<file path="config.mk">
export PLATFORM = sky130hd
export DESIGN_NAME = round_scorer_flat
export DESIGN_NICKNAME = d
export VERILOG_FILES = /design/src/rtl/round_scorer_if.sv /design/src/rtl/round_scorer.sv /design/src/flat_wrapper.sv
export SDC_FILE = /design/constraint.sdc
export NUM_CORES = 1
export LEC_CHECK = 0
export CAP_MARGIN = 25
export CORE_ASPECT_RATIO = 2
export CORE_MARGIN = 3
export CORE_UTILIZATION = 45
export CTS_CLUSTER_SIZE = 25
export DETAILED_ROUTE_END_ITERATION = 12
export HOLD_SLACK_MARGIN = 0.03
export MAX_ROUTING_LAYER = met4
export PLACE_DENSITY = 0.74
export SYNTH_ARGS = -nofsm -noshare
export SYNTH_HDL_FRONTEND = slang
export SYNTH_SLANG_ARGS = --single-unit
</file>
<file path="constraint.sdc">
create_clock -name clk -period 1.6 [get_ports clk]
set_clock_uncertainty 0.15 [all_clocks]
set_input_delay 0.48 -clock clk [delete_from_list [all_inputs] [get_ports clk]]
set_output_delay 0.48 -clock clk [all_outputs]
set_load 0.02 [all_outputs]
</file>
<file path="src/rtl/round_scorer_if.sv">
// Round-event bus between the game datapath and round_scorer.
// The streak_bonus signal exists only when ROUND_SCORER_STREAK_EN is defined.
interface round_scorer_if;
  logic       round_start;
  logic       load_p1;
  logic       matched;
  logic       unmatched;
  logic       time_out;
  logic [3:0] score_ones;
  logic [3:0] score_tens;
  logic [3:0] miss_count;
  logic [3:0] round_count;
  logic       round_active;
  logic       round_done;
  logic       last_hit;
  logic       game_over;
`ifdef ROUND_SCORER_STREAK_EN
  logic       streak_bonus;
`endif

  // The datapath side drives round events and watches the score.
  modport master (
    output round_start,
    output load_p1,
    output matched,
    output unmatched,
    output time_out,
    input  score_ones,
    input  score_tens,
    input  miss_count,
    input  round_count,
    input  round_active,
    input  round_done,
    input  last_hit,
`ifdef ROUND_SCORER_STREAK_EN
    input  streak_bonus,
`endif
    input  game_over
  );

  modport slave (
    input  round_start,
    input  load_p1,
    input  matched,
    input  unmatched,
    input  time_out,
    output score_ones,
    output score_tens,
    output miss_count,
    output round_count,
    output round_active,
    output round_done,
    output last_hit,
`ifdef ROUND_SCORER_STREAK_EN
    output streak_bonus,
`endif
    output game_over
  );
endinterface

</file>
<file path="src/rtl/round_scorer.sv">
// Round scorer: turns datapath round events into a saturating BCD score, miss/round counts and game over.
// Build macro ROUND_SCORER_STREAK_EN adds a three-hit streak bonus and the streak_bonus output.
module round_scorer #(
  parameter int MAX_ROUNDS = 10,
  parameter int MAX_MISSES = 3,
  parameter int EVAL_DELAY = 2
) (
  input logic           clk,
  input logic           rst,
  round_scorer_if.slave bus
);

  typedef enum logic [2:0] {
    IDLE,
    ARMED,
    WAIT,
    SCORE,
    OVER
  } state_t;

  state_t     state;
  state_t     next_state;
  logic [2:0] delay_cnt;
  logic [2:0] delay_cnt_nxt;
  logic       hit_q;
  logic       hit_nxt;
  logic [3:0] score_ones_q;
  logic [3:0] score_tens_q;
  logic [7:0] score_nxt;
  logic [3:0] miss_q;
  logic [3:0] miss_nxt;
  logic [3:0] rounds_q;
  logic [3:0] rounds_nxt;
  logic       last_hit_q;
  logic       last_hit_nxt;
  logic       done_q;
  logic       done_nxt;
  logic       active_q;
  logic       active_nxt;
  logic       over_q;
  logic       over_nxt;
`ifdef ROUND_SCORER_STREAK_EN
  logic [1:0] streak_q;
  logic [1:0] streak_nxt;
  logic       bonus_q;
  logic       bonus_nxt;
`endif

  // Two-digit BCD increment that sticks at 99 instead of wrapping.
  function automatic logic [7:0] bcd_inc(input logic [7:0] bcd);
    logic [7:0] res;
    if (bcd == 8'h99) begin
      res = bcd;
    end else if (bcd[3:0] == 4'd9) begin
      res = {bcd[7:4] + 4'd1, 4'd0};
    end else begin
      res = {bcd[7:4], bcd[3:0] + 4'd1};
    end
    return res;
  endfunction

  always_comb begin
    next_state    = state;
    delay_cnt_nxt = delay_cnt;
    hit_nxt       = hit_q;
    score_nxt     = {score_tens_q, score_ones_q};
    miss_nxt      = miss_q;
    rounds_nxt    = rounds_q;
    last_hit_nxt  = last_hit_q;
    done_nxt      = 1'b0;
`ifdef ROUND_SCORER_STREAK_EN
    streak_nxt    = streak_q;
    bonus_nxt     = 1'b0;
`endif

    case (state)
      IDLE: begin
        if (bus.round_start) begin
          next_state = ARMED;
        end
      end

      // A load in the same cycle as a timeout still counts as an answer.
      ARMED: begin
        if (bus.load_p1) begin
          next_state    = WAIT;
          delay_cnt_nxt = 3'(EVAL_DELAY - 1);
        end else if (bus.time_out) begin
          next_state = SCORE;
          hit_nxt    = 1'b0;
        end
      end

      WAIT: begin
        if (delay_cnt == 3'd0) begin
          next_state = SCORE;
          hit_nxt    = bus.matched & ~bus.unmatched;
        end else begin
          delay_cnt_nxt = delay_cnt - 3'd1;
        end
      end

      SCORE: begin
        done_nxt   = 1'b1;
        rounds_nxt = (rounds_q == 4'd15) ? rounds_q : rounds_q + 4'd1;
        if (hit_q) begin
          last_hit_nxt = 1'b1;
`ifdef ROUND_SCORER_STREAK_EN
          if (streak_q == 2'd2) begin
            score_nxt  = bcd_inc(bcd_inc({score_tens_q, score_ones_q}));
            streak_nxt = 2'd0;
            bonus_nxt  = 1'b1;
          end else begin
            score_nxt  = bcd_inc({score_tens_q, score_ones_q});
            streak_nxt = streak_q + 2'd1;
          end
`else
          score_nxt = bcd_inc({score_tens_q, score_ones_q});
`endif
        end else begin
          last_hit_nxt = 1'b0;
          miss_nxt     = (miss_q == 4'd15) ? miss_q : miss_q + 4'd1;
`ifdef ROUND_SCORER_STREAK_EN
          streak_nxt   = 2'd0;
`endif
        end
        if ((miss_nxt == 4'(MAX_MISSES)) || (rounds_nxt == 4'(MAX_ROUNDS))) begin
          next_state = OVER;
        end else begin
          next_state = IDLE;
        end
      end

      OVER: begin
        next_state = OVER;
      end

      default: begin
        next_state = IDLE;
      end
    endcase

    active_nxt = (next_state == ARMED) || (next_state == WAIT) || (next_state == SCORE);
    over_nxt   = (next_state == OVER);
  end

  always_ff @(posedge clk) begin
    if (rst) begin
      state        <= IDLE;
      delay_cnt    <= 3'd0;
      hit_q        <= 1'b0;
      score_ones_q <= 4'd0;
      score_tens_q <= 4'd0;
      miss_q       <= 4'd0;
      rounds_q     <= 4'd0;
      last_hit_q   <= 1'b0;
      done_q       <= 1'b0;
      active_q     <= 1'b0;
      over_q       <= 1'b0;
`ifdef ROUND_SCORER_STREAK_EN
      streak_q     <= 2'd0;
      bonus_q      <= 1'b0;
`endif
    end else begin
      state        <= next_state;
      delay_cnt    <= delay_cnt_nxt;
      hit_q        <= hit_nxt;
      score_ones_q <= score_nxt[3:0];
      score_tens_q <= score_nxt[7:4];
      miss_q       <= miss_nxt;
      rounds_q     <= rounds_nxt;
      last_hit_q   <= last_hit_nxt;
      done_q       <= done_nxt;
      active_q     <= active_nxt;
      over_q       <= over_nxt;
`ifdef ROUND_SCORER_STREAK_EN
      streak_q     <= streak_nxt;
      bonus_q      <= bonus_nxt;
`endif
    end
  end

  assign bus.score_ones   = score_ones_q;
  assign bus.score_tens   = score_tens_q;
  assign bus.miss_count   = miss_q;
  assign bus.round_count  = rounds_q;
  assign bus.round_active = active_q;
  assign bus.round_done   = done_q;
  assign bus.last_hit     = last_hit_q;
  assign bus.game_over    = over_q;
`ifdef ROUND_SCORER_STREAK_EN
  assign bus.streak_bonus = bonus_q;
`endif

endmodule
</file>
<file path="src/flat_wrapper.sv">
// flat-port wrapper written by rule: the top's interface ports become plain ports
module round_scorer_flat 
#(
  parameter int MAX_ROUNDS = 10,
  parameter int MAX_MISSES = 3,
  parameter int EVAL_DELAY = 2
)
  (clk, rst, bus_round_start, bus_load_p1, bus_matched, bus_unmatched, bus_time_out, bus_score_ones, bus_score_tens, bus_miss_count, bus_round_count, bus_round_active, bus_round_done, bus_last_hit, bus_game_over);
  round_scorer_if bus_i ();
  input logic clk;
  input logic rst;
  input wire logic [$bits(bus_i.round_start)-1:0] bus_round_start;
  input wire logic [$bits(bus_i.load_p1)-1:0] bus_load_p1;
  input wire logic [$bits(bus_i.matched)-1:0] bus_matched;
  input wire logic [$bits(bus_i.unmatched)-1:0] bus_unmatched;
  input wire logic [$bits(bus_i.time_out)-1:0] bus_time_out;
  output wire logic [$bits(bus_i.score_ones)-1:0] bus_score_ones;
  output wire logic [$bits(bus_i.score_tens)-1:0] bus_score_tens;
  output wire logic [$bits(bus_i.miss_count)-1:0] bus_miss_count;
  output wire logic [$bits(bus_i.round_count)-1:0] bus_round_count;
  output wire logic [$bits(bus_i.round_active)-1:0] bus_round_active;
  output wire logic [$bits(bus_i.round_done)-1:0] bus_round_done;
  output wire logic [$bits(bus_i.last_hit)-1:0] bus_last_hit;
  output wire logic [$bits(bus_i.game_over)-1:0] bus_game_over;
  assign bus_i.round_start = bus_round_start;
  assign bus_i.load_p1 = bus_load_p1;
  assign bus_i.matched = bus_matched;
  assign bus_i.unmatched = bus_unmatched;
  assign bus_i.time_out = bus_time_out;
  assign bus_score_ones = bus_i.score_ones;
  assign bus_score_tens = bus_i.score_tens;
  assign bus_miss_count = bus_i.miss_count;
  assign bus_round_count = bus_i.round_count;
  assign bus_round_active = bus_i.round_active;
  assign bus_round_done = bus_i.round_done;
  assign bus_last_hit = bus_i.last_hit;
  assign bus_game_over = bus_i.game_over;
  round_scorer #(.MAX_ROUNDS(MAX_ROUNDS), .MAX_MISSES(MAX_MISSES), .EVAL_DELAY(EVAL_DELAY)) u_core (.clk(clk), .rst(rst), .bus(bus_i));
endmodule
</file>
After elaboration in Yosys (flattened, before gate mapping). Index checks and enable logic that the tools add are counted.

Register bits after elaboration: 27. Bits in latches: 0. RAM bits: 0. Memory bits (read-only): 0. Input bits: 7. Output and inout bits: 20. Word-level logic and storage cells: 68. Memories kept: 0.

Add/subtract/negate cells: 5. Multiply operators: 0. Divide/modulo/power cells: 0. Order comparisons: 0. Equality and inequality tests: 19. Shift-type cells: 0. Muxes and demuxes: 20. Bitwise gates (word level): 3. Reduce and logical (&&, ||, !) cells: 10.

Operators by type and width (number): two-way mux 3 bit (7); two-way mux 4 bit (5); adder 4 x 1 -> 4 bit, second input constant (4); == test 4 bit, second input constant (4); case mux 3 bit (5 select lines) (1); == test 3 x 2 -> 1 bit, second input constant (4); == test 8 bit, second input constant (1); inequality test 2 bit, second input constant (4); AND reduction 4 bit (2); == test 3 x 1 -> 1 bit, second input constant (2); == test 3 bit, second input constant (2); logical NOT 3 bit (2); case mux 3 bit (2 select lines) (1); AND reduction 3 bit (2); two-way mux 1 bit (5); == test 4 x 2 -> 1 bit, second input constant (1); logical OR 1 bit (3); subtractor 3 x 1 -> 3 bit, second input constant (1); inequality test 2 x 1 -> 1 bit, second input constant (1); inverter 1 bit (2); case mux 1 bit (2 select lines) (1); nonzero test 2 bit (1); AND 1 bit (1).

Logic depth before layout (Yosys ltp). Gate-level depths: netlist of run 1.

Depth in word-level cells: 11. Mapped depth: 6. Mapped depth without buffers: 6.

Worst setup path after synthesis of run 1. OpenSTA, ideal clock, no wires.

Path type: reg2reg. Start point: register u_core.rounds_q[0], in the netlist u_core.bus.round_count[0]. End point: register u_core.over_q, in the netlist u_core.bus.game_over. Library setup time: 117 ps. Data arrival time: 1344 ps. Required time: 1333 ps. Path slack: -11 ps. Stages on the path, launching flop included: 6. Buffers on the path: 0. Period minus slack after synthesis: 1611 ps. Cells stage by stage: dfxtp_1 ha_1 and3b_1 a22oi_1 o32ai_1 a32o_1.

Longest elaborated chain between the ends: 7. Elaborated cells between the ends (all ways): 8. Classes of those cells: 1 x add/sub; 3 x eq/ne; 3 x mux; 1 x reduce/logical.

RTL lines: start: declaration (RTL line round_scorer.sv:32) `logic [3:0] rounds_q;`; start signal: assignment (RTL line round_scorer.sv:171) `rounds_q <= rounds_nxt;`; adder 4 x 1 -> 4 bit / == test 4 bit (equally long branches) (RTL line round_scorer.sv:105) `rounds_nxt = (rounds_q == 4'd15) ? rounds_q : rounds_q + 4'd1;`; two-way mux 4 bit (*) (RTL line round_scorer.sv:105); == test 4 bit (*) (RTL line round_scorer.sv:127) `if ((miss_nxt == 4'(MAX_MISSES)) || (rounds_nxt == 4'(MAX_ROUNDS))) begin`; logical OR 1 bit (*) (RTL line round_scorer.sv:127); two-way mux 3 bit (*) (RTL line round_scorer.sv:127); case mux 3 bit (5 select lines) (*) (RTL line round_scorer.sv:76) `case (state)`; == test 3 bit (*) (RTL line round_scorer.sv:144) `over_nxt = (next_state == OVER);`; end signal: assignment (RTL line round_scorer.sv:175) `over_q <= over_nxt;`; end: declaration (RTL line round_scorer.sv:40) `logic over_q;`.

Mark *: on every way between the ends. The rest lies on a longest branch, timed or not. A chain may end at the register's enable or synchronous reset.

Worst setup path in the final report of run 1.
Start point: register u_core.last_hit_q, in the netlist u_core.bus.last_hit. End point: output port bus_last_hit.

RTL lines: start: declaration (RTL line round_scorer.sv:34) `logic last_hit_q;`; start signal: assignment (RTL line round_scorer.sv:172) `last_hit_q <= last_hit_nxt;`; end: declaration (RTL line flat_wrapper.sv:23) `output wire logic [$bits(bus_i.last_hit)-1:0] bus_last_hit;`.

No word-level cell between the ends.

==> impl_metrics.ini, run 1 <==
[critical_path]
worstPathCellList = clkdlybuf4s15_1
reg2regPathDepth = 6
path_delay_family = flip-flops
max_stage_delay_ps = 350
cp.buffers_inverters = 1
crit_type = reg -> out
crit_arrival_ps = 940
worstPathMaxFanout = 2
start_kind = flop
r2r_end = u_core.hit_q$_SDFFE_PP0P_
worstReg2RegStart = u_core.delay_cnt[0]$_SDFFE_PP0P_
end_kind = primary output
slowest_stage = dfxtp_1
crit_required_ps = 970
r2r_setup_slack_ps = 70

[logic_synthesis]
synth-seq-area-share_pct = 40.3
syn_area_mm2 = 0.00134
synth_fp_nets = 162
avgSynthCellArea_um2 = 9.01
synth_cell_type_count = 49
ys_ff_latch = 27
synth_edf_count = 0
synth-main-ff-cell = dfxtp_1
ys_warn_count = 0
synthCells = 149
async_reset_ff_share_pct = 0

[power]
p_total_w = 0.00128
peakVddDrop_uv = 771
powerDensity_mw_per_mm2 = 677
power_leakage_nw = 0.796

[placement]
place_area_mm2 = 0.00184
numPortBuffers = 26
gp_congestion = 0.883
preCtsSetupSlack_ps = -307
hpwl_um = 2750

[clock_network]
numCtsBuffers = 3
ctsHtreeMaxLevel = 1
root_buffer = clkbuf_8
path_clk_slew_ps = 90
cts_tree = done
clkLatencyLatePin_ps = 270
numClockSinks = 27
hold_buffers = 0
clockBufferDepth = 2

[global_routing]
overflow = 0
grt_pass1_wl_um = 5890
grt_max_degree = 16
grt_usage_pct = 20.9
grt_pass1_vias = 1399
antenna_found_initial = 0

[min_path]
hold_path.class = reg -> reg
whs_endpoint = u_core.delay_cnt[0]$_SDFFE_PP0P_
hold-path-cell-count = 2
hp-start = u_core.delay_cnt[0]$_SDFFE_PP0P_

[floorplan]
dieArea_mm2 = 0.00371
die_y_um = 83.2
core_area_mm2 = 0.00280
rows = 27
die_w_um = 44.6
pin_count = 27
start_util_pct = 47.9

[final_layout]
stdcell_area_mm2 = 0.00190
mostFrequentLayoutCells = 31 x buf_4, 26 x dfxtp_1, 15 x nor2_1
drive_gt1_share_pct = 27.8
layout_commonest_cell = buf_4
utilization_pct = 67.6
diodes = 0
syn_to_final_growth_pct = 41.2
fillers = 235
fin_nets = 219

[sta]
setup_tns_ps = 0
fin_ws_ps = 32.9
finalCritPeriodShare_pct = 97.9
worstMarginPinSlew_ps = 350
drv_slew = 0
min_period_ps = 1570
hold_violations = 0
fmax_ghz = 0.638
max-slew-margin-rel_pct = 76.6
finalSetupViolCount = 0

[routing]
ant_nets = 0
wirelength_um = 3400
drc = 0
vias_per_cell = 5.51
first_iter_violations = 21
routedWlPerCell_um = 14.5
vias = 1290
drt_first_pass_iters = 4

[job]
cap_violations = 0

[status]
status = complete, no violations
## where the power goes
group          switching [W]  total [W]  internal (W)
registers          0.0000140   0.000706      0.000692
clock network       0.000205   0.000380      0.000174
logic               0.000103   0.000197     0.0000943
## logic make-up (layout without fill, tap and decap cells)
| family | count (synthesis) | in the layout | share of synthesized area, % |
|---|---|---|---|
| AO/OA/AOI/OAI | 32 | 32 | 16.6 |
| multiplexers | 3 | 3 | 2.24 |
| adder cells (fa/ha/maj) | 6 | 6 | 5.59 |
| buffers and inverters | 12 | 68 | 4.29 |
| AND/OR/NAND/NOR | 62 | 62 | 26.5 |
| XOR/XNOR | 7 | 7 | 4.57 |
| flip-flops | 27 | 27 | 40.3 |
## final cells by class
class,count,area [µm²],share of cell area (%)
Inverter,7,26.3,1.39
Multi-Input combinational cell,110,764,40.3
Clock buffer,3,41.3,2.18
Sequential cell,27,542,28.6
Timing Repair Buffer,57,480,25.3
Tap cell,29,36.3,1.91
Clock inverter,1,5.00,0.264
## layer usage
| layer | routed length (µm) | global-route usage [%] |
|---|---|---|
| met1 | 1170 | 20.3 |
| met2 | 2050 | 37.6 |
| met3 | 117 | 3.47 |
| met4 | 61 | 9.34 |
| met5 | 0 | - |
## synth_stat cells (2+ instances only)
master	count	area, µm²
nand2b_1	6	37.5
nor2_1	15	56.3
ha_1	6	75.1
o21ai_1	2	10.0
a32o_1	2	20.0
a211oi_1	2	15.0
a21oi_1	9	45.0
nand4_1	3	18.8
and4b_1	2	20.0
a31oi_1	3	18.8
mux2i_1	3	30.0
nand3b_1	3	22.5
nand2_1	9	33.8
xor2_1	4	35.0
nand3_1	6	30.0
nor3_1	3	15.0
clkbuf_1	2	7.51
dfxtp_1	27	541
inv_1	6	22.5
xnor2_1	3	26.3
o21ai_0	3	15.0
nor2b_1	3	18.8
## flip-flops by register name, indices dropped and copies added (netlist names)
signal,cells
u_core.bus.game_over,1
u_core.bus.score_tens,4
u_core.bus.miss_count,4
u_core.bus.last_hit,1
u_core.bus.round_count,4
u_core.hit_q,1
u_core.bus.score_ones,4
u_core.state,3
u_core.bus.round_active,1
u_core.delay_cnt,3
u_core.bus.round_done,1
## stage by stage
| step | hold WS [ps] | instances |
|---|---|---|
| floorplan | 294 | 149 |
| global placement | 315 | 229 |
| detailed placement | 312 | 229 |
| CTS | 325 | 233 |
| global route | 345 | 234 |
| finish | 320 | 234 |
## worst max-delay path by stage
stage / start / end / slack [ps] / depth (start not counted)
4_1_cts: u_core.bus.score_ones[2]$_SDFFE_PP0P_ / bus_score_ones[2] / 4 / 1
2_1_floorplan: u_core.bus.round_count[0]$_SDFFE_PP0P_ / u_core.bus.game_over$_SDFF_PP0_ / 30 / 5
5_1_grt: u_core.delay_cnt[0]$_SDFFE_PP0P_ / u_core.delay_cnt[2]$_SDFFE_PP0P_ / -40 / 6
6_report: u_core.bus.last_hit$_SDFFE_PP0P_ / bus_last_hit / 30 / 1
3_3_place_gp: bus_load_p1 / u_core.delay_cnt[2]$_SDFFE_PP0P_ / -250 / 5
3_5_place_dp: bus_load_p1 / u_core.delay_cnt[2]$_SDFFE_PP0P_ / -310 / 5
## what timing repair did
item | in CTS | in global routing
gates cloned | 0 | 0
resized for setup | 33 | 16
hold endpoints to repair | 0 | 0
setup buffers | 0 | 1
setup endpoints to repair | 22 | 16
pin swaps | 0 | 1
(Power assumes the default switching activity.)
==> inputs of run 2 (changes only) <==
--- a/config.mk
+++ b/config.mk
@@ -6,14 +6,16 @@
 export NUM_CORES = 1
 export LEC_CHECK = 0
 export CAP_MARGIN = 25
+export CELL_PAD_IN_SITES_DETAIL_PLACEMENT = 1
+export CELL_PAD_IN_SITES_GLOBAL_PLACEMENT = 1
 export CORE_ASPECT_RATIO = 2
 export CORE_MARGIN = 3
-export CORE_UTILIZATION = 45
+export CORE_UTILIZATION = 34
 export CTS_CLUSTER_SIZE = 25
 export DETAILED_ROUTE_END_ITERATION = 12
 export HOLD_SLACK_MARGIN = 0.03
 export MAX_ROUTING_LAYER = met4
-export PLACE_DENSITY = 0.74
+export PLACE_DENSITY_LB_ADDON = 0.1
 export SYNTH_ARGS = -nofsm -noshare
 export SYNTH_HDL_FRONTEND = slang
 export SYNTH_SLANG_ARGS = --single-unit
==> impl_metrics.ini, run 2 (synthesis results as in run 1) <==
[status]
status = complete, no violations

[routing]
vias = 1317
first_iter_violations = 12
drt_first_pass_iters = 2
ant_nets = 0
wirelength_um = 3900
drc = 0
vias_per_cell = 5.14
routedWlPerCell_um = 15.2

[critical_path]
cp.buffers_inverters = 1
crit_type = reg -> out
max_stage_delay_ps = 330
start_kind = flop
end_kind = primary output
worstReg2RegStart = u_core.bus.round_count[0]$_SDFFE_PP0P_
critical_path.startpoint = u_core.bus.round_done$_SDFF_PP0_
worstPathMaxFanout = 1
crit_arrival_ps = 940
crit_required_ps = 970
slowest_stage = dfxtp_1
worstPathCellList = dlygate4sd2_1
path_delay_family = flip-flops

[global_routing]
grt_usage_pct = 18.3
antenna_found_initial = 0
grt_pass1_vias = 1525
grt_pass1_wl_um = 6700
overflow = 0
grt_max_degree = 16

[sta]
min_period_ps = 1570
hold_violations = 0
worstMarginPinSlew_ps = 305
max-slew-margin-rel_pct = 79.5
finalSetupViolCount = 0
fmax_ghz = 0.639
drv_slew = 0
whs_ps = 330
finalCritPeriodShare_pct = 97.9

[clock_network]
clkLatencyLatePin_ps = 280
numCtsBuffers = 3
root_buffer = clkbuf_8
numClockSinks = 27
clockBufferDepth = 2
cts_tree = done
path_clk_slew_ps = 100
ctsHtreeMaxLevel = 1
hold_buffers = 0
cts.repair_timing.setup_buffer_count = 0

[floorplan]
rows = 31
dieArea_mm2 = 0.00478
pin_count = 27
die_w_um = 50.4
start_util_pct = 36.1
core_area_mm2 = 0.00372
die_y_um = 94.9

[power]
powerDensity_mw_per_mm2 = 678
p_total_w = 0.00132
power_leakage_nw = 0.819
peakVddDrop_uv = 440

[final_layout]
fin_nets = 221
final_cells = 256
fillers = 481
diodes = 0
syn_to_final_growth_pct = 45.3
drive_gt1_share_pct = 36.2
mostFrequentLayoutCells = 33 x buf_4, 23 x dfxtp_1, 15 x nor2_1
stdcell_area_mm2 = 0.00195
layout_commonest_cell = buf_4

[placement]
place_area_mm2 = 0.00188
gp_congestion = 0.803
hpwl_um = 3010
numPortBuffers = 26
placed_cells = 252

[min_path]
hold_path.class = reg -> reg
hp-start = u_core.delay_cnt[0]$_SDFFE_PP0P_

[job]
cap_violations = 0
run 2: cell types whose count changed in the layout (fill, tap and decap cells not counted), sizes merged:
cell           delta
clkbuf            +6
dlymetal6s2s      +1
clkdlybuf4s50     -1
dlygate4sd2       -2
buf               +3
clkdlybuf4s15     -5
run 2: cell type report:
type / count / area (µm²) / share of cell area (%)
Clock buffer: 3 / 41.3 / 2.12
Clock inverter: 1 / 5.00 / 0.257
Tap cell: 49 / 61.3 / 3.14
Multi-Input combinational cell: 110 / 807 / 41.4
Inverter: 7 / 26.3 / 1.35
Timing Repair Buffer: 59 / 464 / 23.8
Sequential cell: 27 / 546 / 28.0
run 2: final timing paths:
path	slack (ps)	to	cells after the start
setup reg to reg	50	u_core.state[2]$_SDFF_PP0_	5
hold / removal	330	u_core.delay_cnt[0]$_SDFFE_PP0P_	2
hold reg to reg	330	u_core.delay_cnt[0]$_SDFFE_PP0P_	2
setup / recovery	30	bus_round_done	1
run 2: per-layer routing:
layer / GRT usage (%) / vias up / wire length [µm]
li1: - / 651 / -
met3: 1.74 / 2 / 76
met4: 5.84 / 0 / 31
met2: 35.8 / 16 / 2290
met1: 18.2 / 648 / 1500
met5: - / - / 0
run 2: what timing repair did:
item | in CTS | in global routing
setup endpoints to repair | 23 | 26
endpoints found under the hold margin | 0 | 0
pin swaps | 1 | 3
resized for setup | 38 | 34
run 2: power by group:
part	leakage, nW	internal, W	switching, W	total, W
Combinational	0.574	0.000107	0.000105	0.000212
Sequential	0.220	0.000694	0.0000174	0.000711
Clock	0.0255	0.000175	0.000225	0.000400
run 2: metrics by stage:
step / utilization [%] / setup TNS, ps / setup WS, ps
after floorplan: - / 0 / 33.2
after global placement: 50.6 / -1550 / -265
after detailed placement: 50.6 / -2440 / -330
after CTS: 51.9 / 0 / 0.916
after global routing: 52.4 / -14.9 / -4.38
final: 52.4 / 0 / 34.3
==> inputs of run 3 (changes only) <==
==> constraint.sdc (replaced) <==
create_clock -name clk -period 1.33 [get_ports clk]
set_clock_uncertainty 0.15 [all_clocks]
set_input_delay 0.399 -clock clk [delete_from_list [all_inputs] [get_ports clk]]
set_output_delay 0.399 -clock clk [all_outputs]
set_load 0.02 [all_outputs]
==> impl_metrics.ini, run 3 (synthesis results as in run 1) <==
[power]
powerDensity_mw_per_mm2 = 706
p_total_w = 0.00171
power_leakage_nw = 1.00
peakVddDrop_uv = 563

[clock_network]
numCtsBuffers = 3
root_buffer = clkbuf_8
clkLatencyLatePin_ps = 280
ctsHtreeMaxLevel = 1
hold_buffers = 0
clockBufferDepth = 2
cts_tree = done
numClockSinks = 27
path_clk_slew_ps = 90

[floorplan]
pin_count = 27
die_y_um = 94.9
start_util_pct = 36.1
core_area_mm2 = 0.00372
rows = 31
dieArea_mm2 = 0.00478
die_w_um = 50.4

[final_layout]
mostFrequentLayoutCells = 56 x buf_4, 18 x buf_6, 16 x dfxtp_2
layout_commonest_cell = buf_4
drive_gt1_share_pct = 64.3
syn_to_final_growth_pct = 80.9
diodes = 0
utilization_pct = 65.2
fin_nets = 244

[routing]
vias = 1480
first_iter_violations = 18
drt_first_pass_iters = 2
drc = 0
ant_nets = 0
vias_per_cell = 5.30
routedWlPerCell_um = 18.8
wirelength_um = 5250

[min_path]
hold_path.class = reg -> reg

[placement]
gp_congestion = 0.795
hpwl_um = 3390
numPortBuffers = 26

[global_routing]
grt_pass1_wl_um = 8140
overflow = 0
grt_pass1_vias = 1698
grt_max_degree = 20
antenna_found_initial = 0
grt_usage_pct = 23.4

[sta]
fmax_ghz = 0.652
min_period_ps = 1530
finalCritPeriodShare_pct = 115
hold_violations = 0
finalSetupViolCount = 28
rsz0062_at_grt = true
max-slew-margin-rel_pct = 80.5
worstMarginPinSlew_ps = 290
fin_ws_ps = -204
drv_slew = 0

[critical_path]
crit_type = reg -> reg
end_kind = flop
worstPathMaxFanout = 3
crit_required_ps = 1340
start_kind = flop
crit_arrival_ps = 1550

[job]
cap_violations = 0

[status]
status = finished, violations left
violations = negative setup slack
==> run 3: area by class of cell <==
cell class | instances | area (µm²)
clock buffers | 4 | 45.0
fillers | 423 | 1290
inverters | 7 | 32.5
multi-input cells | 110 | 1020
flip-flops and latches | 27 | 583
well taps | 49 | 61.3
repair buffers | 82 | 691
==> run 3: repair_timing <==
item	CTS	global route
gates resized for setup	131	47
setup buffers	8	5
setup endpoints to repair	42	40
pin swaps	21	24
==> run 3: power by group <==
part,internal (W),switching [W]
sequential,0.000827,0.0000266
clock,0.000215,0.000266
combinational,0.000190,0.000189
total,0.00123,0.000482
==> run 3: stage by stage <==
step           area [µm²]  TNS [ps]  hold slack, ps  worst slack [ps]  std cells
5_1_grt              2430     -4070             414              -254        279
3_3_place_gp         2020     -9820             339              -382        262
2_1_floorplan        1420      -314             300              -122        149
4_1_cts              2200     -2010             350              -173        274
6_report             2430     -2400             377              -204        279
3_5_place_dp         2020    -11140             342              -452        262
==> run 3: final timing paths <==
path,from,end,slack (ps),cells past startpoint
worst max-delay path,u_core.bus.round_count[0]$_SDFFE_PP0P_,u_core.state[2]$_SDFF_PP0_,-200,5
worst min register to register,u_core.bus.last_hit$_SDFFE_PP0P_,u_core.bus.last_hit$_SDFFE_PP0P_,380,2
worst max register to register,u_core.bus.round_count[0]$_SDFFE_PP0P_,u_core.state[2]$_SDFF_PP0_,-200,5
worst min-delay path,u_core.bus.last_hit$_SDFFE_PP0P_,u_core.bus.last_hit$_SDFFE_PP0P_,380,2
==> run 3: critical path: stages (launching register included) <==
cell and delay (ps):
dfxtp_4 360, ha_4 150, and3b_1 180, a22oi_2 220, o32ai_2 130, a32o_1 220
==> run 3: layer usage <==
metal	global-route usage, %	vias up	wire [µm]
met3	3.48	15	140
li1	-	694	-
met1	18.9	735	1670
met5	-	-	0
met2	48.0	36	3260
met4	11.0	0	180
